===== config.mk =====
export PLATFORM = sky130hd
export DESIGN_NAME = mtime_wb_reader
export DESIGN_NICKNAME = d
export VERILOG_FILES = /design/src/rtl/mtime_wb_reader.sv
export SDC_FILE = /design/constraint.sdc
export NUM_CORES = 1
export LEC_CHECK = 0
export ABC_AREA = 1
export CAP_MARGIN = 20
export CORE_AREA = 5 5 141 143
export CTS_CLUSTER_DIAMETER = 60
export CTS_CLUSTER_SIZE = 30
export DETAILED_ROUTE_END_ITERATION = 16
export DIE_AREA = 0 0 146 148
export RECOVER_POWER = 25
export REMOVE_ABC_BUFFERS = 1
export SYNTH_ARGS = -nofsm -noshare
export SYNTH_HDL_FRONTEND = slang
export SYNTH_SLANG_ARGS = --single-unit

===== constraint.sdc =====
create_clock -name clk -period 2.45 [get_ports clk]
set_clock_uncertainty 0.2 [all_clocks]
set_input_delay 0.49 -clock clk [delete_from_list [all_inputs] [get_ports clk]]
set_output_delay 0.49 -clock clk [all_outputs]
set_load 0.01 [all_outputs]

===== src/rtl/mtime_wb_reader.sv =====
// Tear-free 64-bit mtime fetch over Wishbone (pipelined).
// Reads HI, LO, HI and retries LO/HI when the two HI words differ.
module mtime_wb_reader #(
  parameter int WB_ADDR_WIDTH  = 3,
  parameter int WB_DATA_WIDTH  = 32,
  parameter int LO_ADDR        = 0,
  parameter int HI_ADDR        = 1,
  parameter int MAX_RETRY      = 3,
  parameter int TIMEOUT_CYCLES = 255
) (
  input  logic                     clk,
  input  logic                     res,
  input  logic                     i_req,
  output logic                     o_busy,
  output logic                     o_valid,
  output logic [63:0]              o_time,
  output logic                     o_err,
  output logic [1:0]               o_err_code,
  output logic                     o_wb_cyc,
  output logic                     o_wb_stb,
  input  logic                     i_wb_stall,
  output logic [WB_ADDR_WIDTH-1:0] o_wb_adr,
  output logic                     o_wb_we,
  output logic [WB_DATA_WIDTH-1:0] o_wb_dat,
  output logic [3:0]               o_wb_sel,
  input  logic                     i_wb_ack,
  input  logic                     i_wb_err,
  input  logic                     i_wb_rty,
  input  logic [WB_DATA_WIDTH-1:0] i_wb_dat
);

  typedef enum logic [2:0] {
    S_IDLE,
    S_HI1,
    S_LO,
    S_HI2,
    S_DONE,
    S_FAIL
  } state_t;

  typedef enum logic {
    PH_REQ,
    PH_WAIT
  } phase_t;

  localparam int RW = $clog2(MAX_RETRY + 2);
  localparam int TW = $clog2(TIMEOUT_CYCLES + 2);

  localparam logic [RW-1:0] RMAX = RW'(MAX_RETRY);
  localparam logic [TW-1:0] TMO_LAST =
    TW'((TIMEOUT_CYCLES > 0) ? TIMEOUT_CYCLES - 1 : 0);

  localparam logic [WB_ADDR_WIDTH-1:0] A_LO = WB_ADDR_WIDTH'(LO_ADDR);
  localparam logic [WB_ADDR_WIDTH-1:0] A_HI = WB_ADDR_WIDTH'(HI_ADDR);

  localparam logic [1:0] E_BUS   = 2'd1;
  localparam logic [1:0] E_TMO   = 2'd2;
  localparam logic [1:0] E_RETRY = 2'd3;

  state_t                   state_q, state_d;
  phase_t                   ph_q, ph_d;
  logic [WB_DATA_WIDTH-1:0] hi1_q, hi1_d;
  logic [WB_DATA_WIDTH-1:0] lo_q, lo_d;
  logic [RW-1:0]            rcnt_q, rcnt_d;
  logic [TW-1:0]            tmo_q, tmo_d;
  logic [63:0]              time_q, time_d;
  logic [1:0]               code_q, code_d;

  logic in_bus;
  logic resp_slot;
  logic bus_fail;

  assign in_bus = (state_q == S_HI1) ||
                  (state_q == S_LO) ||
                  (state_q == S_HI2);

  // A response counts in WAIT, or in REQ on the accepting edge.
  assign resp_slot = in_bus &&
                     ((ph_q == PH_WAIT) || !i_wb_stall);
  assign bus_fail  = i_wb_err || i_wb_rty;

  assign o_wb_cyc   = in_bus;
  assign o_wb_stb   = in_bus && (ph_q == PH_REQ);
  assign o_wb_adr   = (state_q == S_LO) ? A_LO :
                      (in_bus ? A_HI : '0);
  assign o_wb_we    = 1'b0;
  assign o_wb_dat   = '0;
  assign o_wb_sel   = 4'hF;
  assign o_busy     = in_bus;
  assign o_valid    = (state_q == S_DONE);
  assign o_err      = (state_q == S_FAIL);
  assign o_time     = time_q;
  assign o_err_code = code_q;

  // State register and datapath registers.
  always_ff @(posedge clk) begin
    if (res) begin
      state_q <= S_IDLE;
      ph_q    <= PH_REQ;
      hi1_q   <= '0;
      lo_q    <= '0;
      rcnt_q  <= '0;
      tmo_q   <= '0;
      time_q  <= '0;
      code_q  <= '0;
    end else begin
      state_q <= state_d;
      ph_q    <= ph_d;
      hi1_q   <= hi1_d;
      lo_q    <= lo_d;
      rcnt_q  <= rcnt_d;
      tmo_q   <= tmo_d;
      time_q  <= time_d;
      code_q  <= code_d;
    end
  end

  // Next-state: sequencing, capture, retry and timeout decisions.
  always_comb begin
    state_d = state_q;
    ph_d    = ph_q;
    hi1_d   = hi1_q;
    lo_d    = lo_q;
    rcnt_d  = rcnt_q;
    tmo_d   = tmo_q;
    time_d  = time_q;
    code_d  = code_q;
    case (state_q)
      S_IDLE: begin
        if (i_req) begin
          state_d = S_HI1;
          ph_d    = PH_REQ;
          code_d  = '0;
          rcnt_d  = '0;
          tmo_d   = '0;
        end
      end
      S_HI1, S_LO, S_HI2: begin
        if (resp_slot) begin
          if (bus_fail) begin
            state_d = S_FAIL;
            ph_d    = PH_REQ;
            code_d  = E_BUS;
          end else if (i_wb_ack) begin
            ph_d  = PH_REQ;
            tmo_d = '0;
            case (state_q)
              S_HI1: begin
                hi1_d   = i_wb_dat;
                state_d = S_LO;
              end
              S_LO: begin
                lo_d    = i_wb_dat;
                state_d = S_HI2;
              end
              default: begin
                if (i_wb_dat == hi1_q) begin
                  state_d = S_DONE;
                  time_d  = {hi1_q, lo_q};
                end else if (rcnt_q < RMAX) begin
                  hi1_d   = i_wb_dat;
                  rcnt_d  = rcnt_q + 1'b1;
                  state_d = S_LO;
                end else begin
                  state_d = S_FAIL;
                  code_d  = E_RETRY;
                end
              end
            endcase
          end else if (ph_q == PH_REQ) begin
            ph_d  = PH_WAIT;
            tmo_d = '0;
          end else if ((TIMEOUT_CYCLES != 0) &&
                       (tmo_q == TMO_LAST)) begin
            state_d = S_FAIL;
            ph_d    = PH_REQ;
            code_d  = E_TMO;
          end else if (tmo_q != '1) begin
            tmo_d = tmo_q + 1'b1;
          end
        end
      end
      default: begin
        state_d = S_IDLE;
        ph_d    = PH_REQ;
      end
    endcase
  end

endmodule


==> Implementation_results.wiki, run 1 <==
{| class="wikitable"
! Metric !! Value
|-
| Minimum clock period || 2.33 ns
|-
| Endpoint with the worst hold slack || rcnt_q[2]
|-
| Maximum number of pins on one net before global-route repair || 54
|-
| Total number of clock tree sinks || 146
|-
| Number of design rule violations left after detail routing || 0
|-
| Largest cells by area after synthesis || sky130_fd_sc_hd__dfxtp_1 46%, sky130_fd_sc_hd__nor2_1 9.5%, sky130_fd_sc_hd__nand2_1 9.3%, sky130_fd_sc_hd__o21ai_0 8.2%, sky130_fd_sc_hd__a21oi_1 5.2%
|-
| CP Data Required Time || 1.76 ns
|-
| Number of placed cells counting well taps || 1239
|-
| Routed met2 length || 7.14 mm
|-
| Share of cells above drive strength 1 || 0.107
|-
| Number of port buffers || 110
|-
| Clock tree from TritonCTS || built
|-
| Internal cell power || 4.35 mW
|-
| Number of maximum-capacitance constraint violations || 0
|-
| Number of H-tree branching levels || 4
|-
| Reg power frac || 0.423
|-
| Number of distinct library cell variants in the gate-level netlist after synthesis || 25
|-
| P&R area growth vs syn || 36.4%
|-
| Fin crit share || 0.949
|-
| Hold path depth || 2
|-
| Vias post-DR || 5690
|-
| Data arrival time of the critical path || 1.64 ns
|-
| Via density per instance || 4.46
|-
| Clock slew seen by the registers of the worst setup and hold paths || 0.06 ns
|-
| Top cells by count, synth || 160 x sky130_fd_sc_hd__nor2_1, 156 x sky130_fd_sc_hd__nand2_1, 146 x sky130_fd_sc_hd__dfxtp_1, 104 x sky130_fd_sc_hd__o21ai_0, 74 x sky130_fd_sc_hd__inv_1
|-
| Congestion Overflow GR || 0
|-
| Area of combinational cells with multiple inputs || 2800 um2
|-
| Number of global-route vias before repair || 5120
|-
| Depth of the most critical reg-to-reg path || 11
|-
| Count of standard-cell rows || 50
|-
| Critical path capture point type || output pin
|-
| Vertical die dimension || 148 um
|-
| Leakage power total || 4.00 nW
|-
| Beginning of the worst hold path || rcnt_q[2]
|-
| All-Layer GR Usage || 0.148
|-
| Wire length of the first global-routing pass || 26.3 mm
|-
| Part of the power in the clock network || 0.427
|-
| Dominant cell type by area after synthesis || sky130_fd_sc_hd__dfxtp_1
|-
| Synth Cell Area || 6320 um2
|-
| Count of final max-slew check failures || 0
|-
| Antenna diodes || 0
|-
| Number of nets still failing antenna checks after routing || 0
|-
| Cell with the most instances after synthesis || sky130_fd_sc_hd__nor2_1
|-
| Number of antenna violations at the first check in global routing || 1
|-
| Fraction of post-synthesis cell area in the top cell type by area || 0.462
|-
| Worst R2R Setup Slack || 0.30 ns
|-
| Post-detailed-placement half-perimeter wirelength || 10.9 mm
|-
| Clock latency reported for the late side of the worst-skew pair || 0.42 ns
|-
| Post-detailed-route wirelength per cell || 12.9 um
|-
| Number of instances in the synthesized netlist || 879
|-
| Length of routed wiring on met1 || 7.97 mm
|-
| Overall die area || 21600 um2
|-
| Worst VDD drop || 0.470 mV
|-
| Cts bufs inserted || 17
|-
| Sequential cell area in the final layout || 2930 um2
|-
| First-pass DRT Iterations || 4
|-
| Horiz. Die Dim || 146 um
|-
| Unrepaired setup endpoints after global routing || no
|-
| Net load switching power || 1.59 mW
|-
| Overall routed net length || 16.4 mm
|-
| DRT iter0 DRCs || 263
|-
| Run status || completed
|-
| Initial core utilization || 0.342
|-
| Number of synthesized register bits || 146
|-
| Number of top-level pins || 150
|-
| Biggest fanout along the worst timing path || 7
|-
| Number of buffers between clock root and the deepest sink || 2
|-
| Avg Inst Size Synth || 7.19 um2
|-
| Reg-to-reg startpoint || tmo_q[1]
|-
| Global placer's final weighted congestion || 0.824
|-
| Root Driver || sky130_fd_sc_hd__clkbuf_16
|-
| Maximum clock rate || 430 MHz
|-
| Net count reported at finish || 1072
|-
| Reg-to-reg endpoint || tmo_q[3]
|-
| Detailed-routed wire length on met3 || 1.10 mm
|-
| Combinational fraction of design power || 0.150
|-
| Count of final setup violators || 0
|-
| Area inside the core boundary || 18500 um2
|-
| Top layer used by detailed routing || met5
|-
| Fill cells || 1813
|-
| Final-layout worst hold slack || 0.246 ns
|-
| Proportion of synthesized flip-flops having asynchronous set or reset || 0
|-
| Launching element type of the critical path || flip-flop
|-
| Net switching fraction of the power || 0.268
|-
| Min-Delay Path Class || flip-flop to flip-flop
|-
| Number of endpoints with negative hold slack in the final report || 0
|-
| Prevailing post-synth register cell || sky130_fd_sc_hd__dfxtp_1
|-
| Post-route insts no fill || 1276
|-
| Setup CP Type || flip-flop to output pin
|-
| Number of warnings issued by yosys || 0
|-
| Number of flops mapped to enable cells by yosys || 0
|-
| Register area share after synthesis || 0.462
|-
| Cell area power density || 689 nW/um2
|}
==> sequential cells by signal, indices dropped and copies added (netlist names) <==
signal and cells:
o_time 64, hi1_q 32, lo_q 32, tmo_q 9, rcnt_q 3, state_q 3, o_err_code 2, ph_q 1
==> layout by cell type, fill, tap and decap left out, drive strengths merged, types with 6 or more instances in the layout <==
cell type,synthesis,routed
clkdlybuf4s50,0,55
clkinv,1,6
nor3,35,35
nand2,156,156
xnor2,22,22
nand3,12,12
o21ai,104,104
buf,59,65
nor2,162,162
conb,2,39
dlygate4sd3,0,53
dfxtp,146,146
clkbuf,24,22
inv,75,76
a21oi,66,66
==> stage by stage <==
stage | setup slack, ns | setup TNS [ns] | util | power (mW) | area (um2)
5_1_grt | 0.00555 | 0 | 0.467 | 6.25 | 8620
4_1_cts | 0.0227 | 0 | 0.461 | 6.01 | 8520
2_1_floorplan | -1.49 | -97.76 | - | 3.04 | 5970
3_3_place_gp | -0.287 | -24.83 | 0.430 | 3.44 | 7940
3_5_place_dp | -0.348 | -29.61 | 0.430 | 3.45 | 7940
6_report | 0.125 | 0 | 0.467 | 5.94 | 8620
==> worst max-delay path, cell delays in order (launching register included) <==
cell	delay [ns]
sky130_fd_sc_hd__dfxtp_2	0.37
sky130_fd_sc_hd__nor2_4	0.06
sky130_fd_sc_hd__nor2_4	0.09
sky130_fd_sc_hd__buf_4	0.16
sky130_fd_sc_hd__clkdlybuf4s50_1	0.54
==> how the worst max path moves through the flow <==
| stage | startpoint | end | slack (ns) | cells after the start |
|---|---|---|---|---|
| after floorplan | state_q[2] | lo_q[25] | -1.49 | 6 |
| after global placement | i_wb_dat[30] | o_time[59] | -0.29 | 13 |
| after detailed placement | i_wb_dat[30] | o_time[62] | -0.35 | 13 |
| after CTS | state_q[2] | o_err | 0.02 | 3 |
| after global routing | i_wb_dat[31] | o_time[51] | 0.006 | 14 |
| final | state_q[1] | o_busy | 0.12 | 4 |
==> timing repair <==
action	in CTS	in global routing
buffers inserted	0	3
pin swaps	0	1
hold buffers	0	0
setup endpoints to repair	4	106
resized for setup	3	11
cloned	0	2
==> per-layer routing <==
metal | up-vias | GRT usage
met4 | 2 | 0.0437
met2 | 141 | 0.225
li1 | 3004 | -
met1 | 2529 | 0.205
met3 | 14 | 0.0448
met5 | - | 0
==> cell families (layout without fill, tap and decap cells) <==
kind of cell / count (synthesis) / after routing / synth area share
simple gates: 373 / 373 / 0.238
compound gates: 171 / 171 / 0.136
buf+inv: 159 / 285 / 0.122
flops: 146 / 146 / 0.462
xor+xnor: 24 / 24 / 0.0333
fa+ha+maj: 4 / 4 / 0.00792
other cells: 2 / 39 / 0.00119
==> final cells by class <==
| class | instances | area share |
|---|---|---|
| Sequential cell | 146 | 0.340 |
| Clock inverter | 12 | 0.0157 |
| Timing Repair Buffer | 177 | 0.202 |
| Multi-Input combinational cell | 611 | 0.325 |
| Inverter | 76 | 0.0332 |
| Tap cell | 234 | 0.0340 |
| Clock buffer | 20 | 0.0507 |
==> power by group through the flow <==
stage | combinational, mW | clock, mW | sequential (mW)
2_1_floorplan | 0.492 | 0 | 2.55
3_3_place_gp | 0.887 | 0 | 2.56
3_5_place_dp | 0.887 | 0 | 2.56
4_1_cts | 0.897 | 2.60 | 2.51
5_1_grt | 1.01 | 2.72 | 2.52
6_report | 0.890 | 2.54 | 2.51
Note: power is estimated with default switching activity, not from simulation.
==> run 2: changes to the inputs <==
- DONT_BUFFER_PORTS: default -> 1
- PLACE_DENSITY_LB_ADDON: default -> 0.12
==> Implementation_results.wiki, run 2 (synthesized netlist as in run 1, its figures left out) <==
{| class="wikitable"
! Metric !! Value
|-
| Number of design rule violations left after detail routing || 0 (unchanged)
|-
| Congestion Overflow GR || 0 (unchanged)
|-
| Worst R2R Setup Slack || 0.20 ns (was 0.30 ns)
|-
| Overall die area || 21600 um2 (unchanged)
|-
| Global placer's final weighted congestion || 0.782 (was 0.824)
|-
| Min-Delay Path Class || input pin to flip-flop (was flip-flop to flip-flop)
|-
| Number of nets still failing antenna checks after routing || 0 (unchanged)
|-
| Most frequent standard cell in the layout excluding fill and tap cells || sky130_fd_sc_hd__nor2_1
|-
| Clock latency reported for the late side of the worst-skew pair || 0.42 ns (about the same)
|-
| Cts bufs inserted || 17 (unchanged)
|-
| Run status || completed (unchanged)
|-
| Sequential cell area in the final layout || 2920 um2 (was 2930 um2)
|-
| Wire length of the first global-routing pass || 26.6 mm (was 26.3 mm)
|-
| Fin crit share || 0.931 (was 0.949)
|-
| Count of final setup violators || 0 (unchanged)
|-
| Number of top-level pins || 150 (unchanged)
|-
| Post-route insts no fill || 1151 (was 1276)
|-
| First-pass DRT Iterations || 5 (was 4)
|-
| Final core utilization || 0.405 (was 0.467)
|-
| Number of antenna violations at the first check in global routing || 0 (was 1)
|-
| Number of endpoints with negative hold slack in the final report || 0 (unchanged)
|-
| Overall routed net length || 17.6 mm (was 16.4 mm)
|-
| Top layer used by detailed routing || met4 (was met5)
|-
| Initial core utilization || 0.342 (unchanged)
|-
| Leakage power total || 3.31 nW (was 4.00 nW)
|-
| Minimum clock period || 2.28 ns (was 2.33 ns)
|-
| Final-layout worst hold slack || 0.0143 ns (was 0.246 ns)
|-
| Number of port buffers || 0 (was 110)
|-
| Cell area power density || 788 nW/um2 (was 689 nW/um2)
|-
| Root Driver || sky130_fd_sc_hd__clkbuf_16 (unchanged)
|-
| Overall power of the completed layout || 5.89 mW (was 5.94 mW)
|-
| Clock tree from TritonCTS || built (unchanged)
|-
| Count of standard-cell rows || 50 (unchanged)
|-
| Flip-flop count of the largest register, all copies and words added || 64 (unchanged)
|-
| Maximum number of pins on one net before global-route repair || 54 (unchanged)
|-
| CP Data Required Time || 2.61 ns (was 1.76 ns)
|-
| Biggest fanout along the worst timing path || 26 (was 7)
|-
| Number of placed cells counting well taps || 1088 (was 1239)
|-
| Net count reported at finish || 947 (was 1072)
|-
| Number of buffers between clock root and the deepest sink || 2 (unchanged)
|-
| Area inside the core boundary || 18500 um2 (unchanged)
|-
| DRT iter0 DRCs || 218 (was 263)
|-
| Unrepaired setup endpoints after global routing || yes (was no)
|-
| Total number of clock tree sinks || 146 (unchanged)
|-
| All-Layer GR Usage || 0.154 (was 0.148)
|-
| Antenna diodes || 0 (unchanged)
|-
| Vertical die dimension || 148 um (unchanged)
|-
| Fill cells || 1940 (was 1813)
|-
| Horiz. Die Dim || 146 um (unchanged)
|-
| Length of routed wiring on met1 || 8.06 mm (was 7.97 mm)
|-
| Post-detailed-placement half-perimeter wirelength || 11.0 mm (was 10.9 mm)
|-
| P&R area growth vs syn || 18.4% (was 36.4%)
|-
| Clock slew seen by the registers of the worst setup and hold paths || 0.06 ns (about the same)
|-
| Via density per instance || 4.58 (was 4.46)
|-
| Number of H-tree branching levels || 4 (unchanged)
|-
| Most frequent cells in the layout || 158 x sky130_fd_sc_hd__nor2_1, 155 x sky130_fd_sc_hd__nand2_1, 146 x sky130_fd_sc_hd__dfxtp_1 (was 155 x sky130_fd_sc_hd__nand2_1, 155 x sky130_fd_sc_hd__nor2_1, 143 x sky130_fd_sc_hd__dfxtp_1)
|-
| Count of final max-slew check failures || 0 (unchanged)
|-
| Vias post-DR || 5272 (was 5690)
|-
| Setup CP Type || input pin to flip-flop (was flip-flop to output pin)
|-
| Share of cells above drive strength 1 || 0.0731 (was 0.107)
|-
| Data arrival time of the critical path || 2.44 ns (was 1.64 ns)
|-
| Number of maximum-capacitance constraint violations || 0 (unchanged)
|-
| Detailed-routed wire length on met3 || 1.17 mm (was 1.10 mm)
|-
| Worst VDD drop || 0.430 mV (was 0.470 mV)
|-
| Number of global-route vias before repair || 5044 (was 5120)
|-
| Maximum clock rate || 438 MHz (was 430 MHz)
|-
| Area of combinational cells with multiple inputs || 2800 um2 (about the same)
|-
| Routed met2 length || 8.11 mm (was 7.14 mm)
|-
| Critical path capture point type || flip-flop (was output pin)
|-
| Launching element type of the critical path || input pin (was flip-flop)
|-
| Post-detailed-route wirelength per cell || 15.3 um (was 12.9 um)
|}
==> run 2: metrics by stage <==
step                      instance area [um2]  setup slack [ns]  setup TNS, ns
after global placement                   6500             0.179              0
after global routing                     7480           -0.0210         -0.106
after detailed placement                 6500             0.133              0
after floorplan                          5970             -1.49         -97.76
after CTS                                7360            0.0691              0
final                                    7480             0.168              0
==> run 2: layer usage <==
layer  up-vias  GRT usage
met5         -          0
met2       121      0.251
met4         0     0.0513
met3        15     0.0536
met1      2379      0.191
li1       2757          -
==> run 2: layout make-up <==
type                            count  share of cell area
Inverter                           76              0.0385
Sequential cell                   146               0.391
Clock buffer                       22              0.0634
Clock inverter                     10              0.0166
Timing Repair Buffer               52              0.0782
Tap cell                          234              0.0391
Multi-Input combinational cell    611               0.374
==> run 2: worst paths after layout <==
check / end / startpoint / cells past startpoint
max: o_time[7] / i_wb_dat[11] / 14
max reg2reg: o_time[3] / state_q[1] / 10
min reg2reg: tmo_q[7] / tmo_q[7] / 2
min: hi1_q[31] / i_wb_dat[31] / 2
==> run 2: report_power, final <==
group          switching, mW  internal [mW]
clock                   1.06           1.59
sequential            0.0589           2.45
combinational          0.467          0.270
==> run 2: timing repair <==
item,CTS,global route
resized for setup,0,8
setup buffers,0,2
endpoints found under the hold margin,38,0
setup endpoints to repair,0,76
hold buffers,26,0
==> run 2: worst max-delay path: stages <==
cell                            delay (ns)
sky130_fd_sc_hd__dlygate4sd3_1        0.55
sky130_fd_sc_hd__inv_1                0.07
sky130_fd_sc_hd__nand2_1              0.05
sky130_fd_sc_hd__nand2_1              0.05
sky130_fd_sc_hd__nand2_1              0.07
sky130_fd_sc_hd__nor2_2               0.13
sky130_fd_sc_hd__nand2_1              0.08
sky130_fd_sc_hd__nor2_2               0.13
sky130_fd_sc_hd__nand2_2              0.10
sky130_fd_sc_hd__nor2_4               0.12
sky130_fd_sc_hd__buf_4                0.17
sky130_fd_sc_hd__clkbuf_16            0.22
sky130_fd_sc_hd__o21ai_0              0.09
sky130_fd_sc_hd__nor2_1               0.10
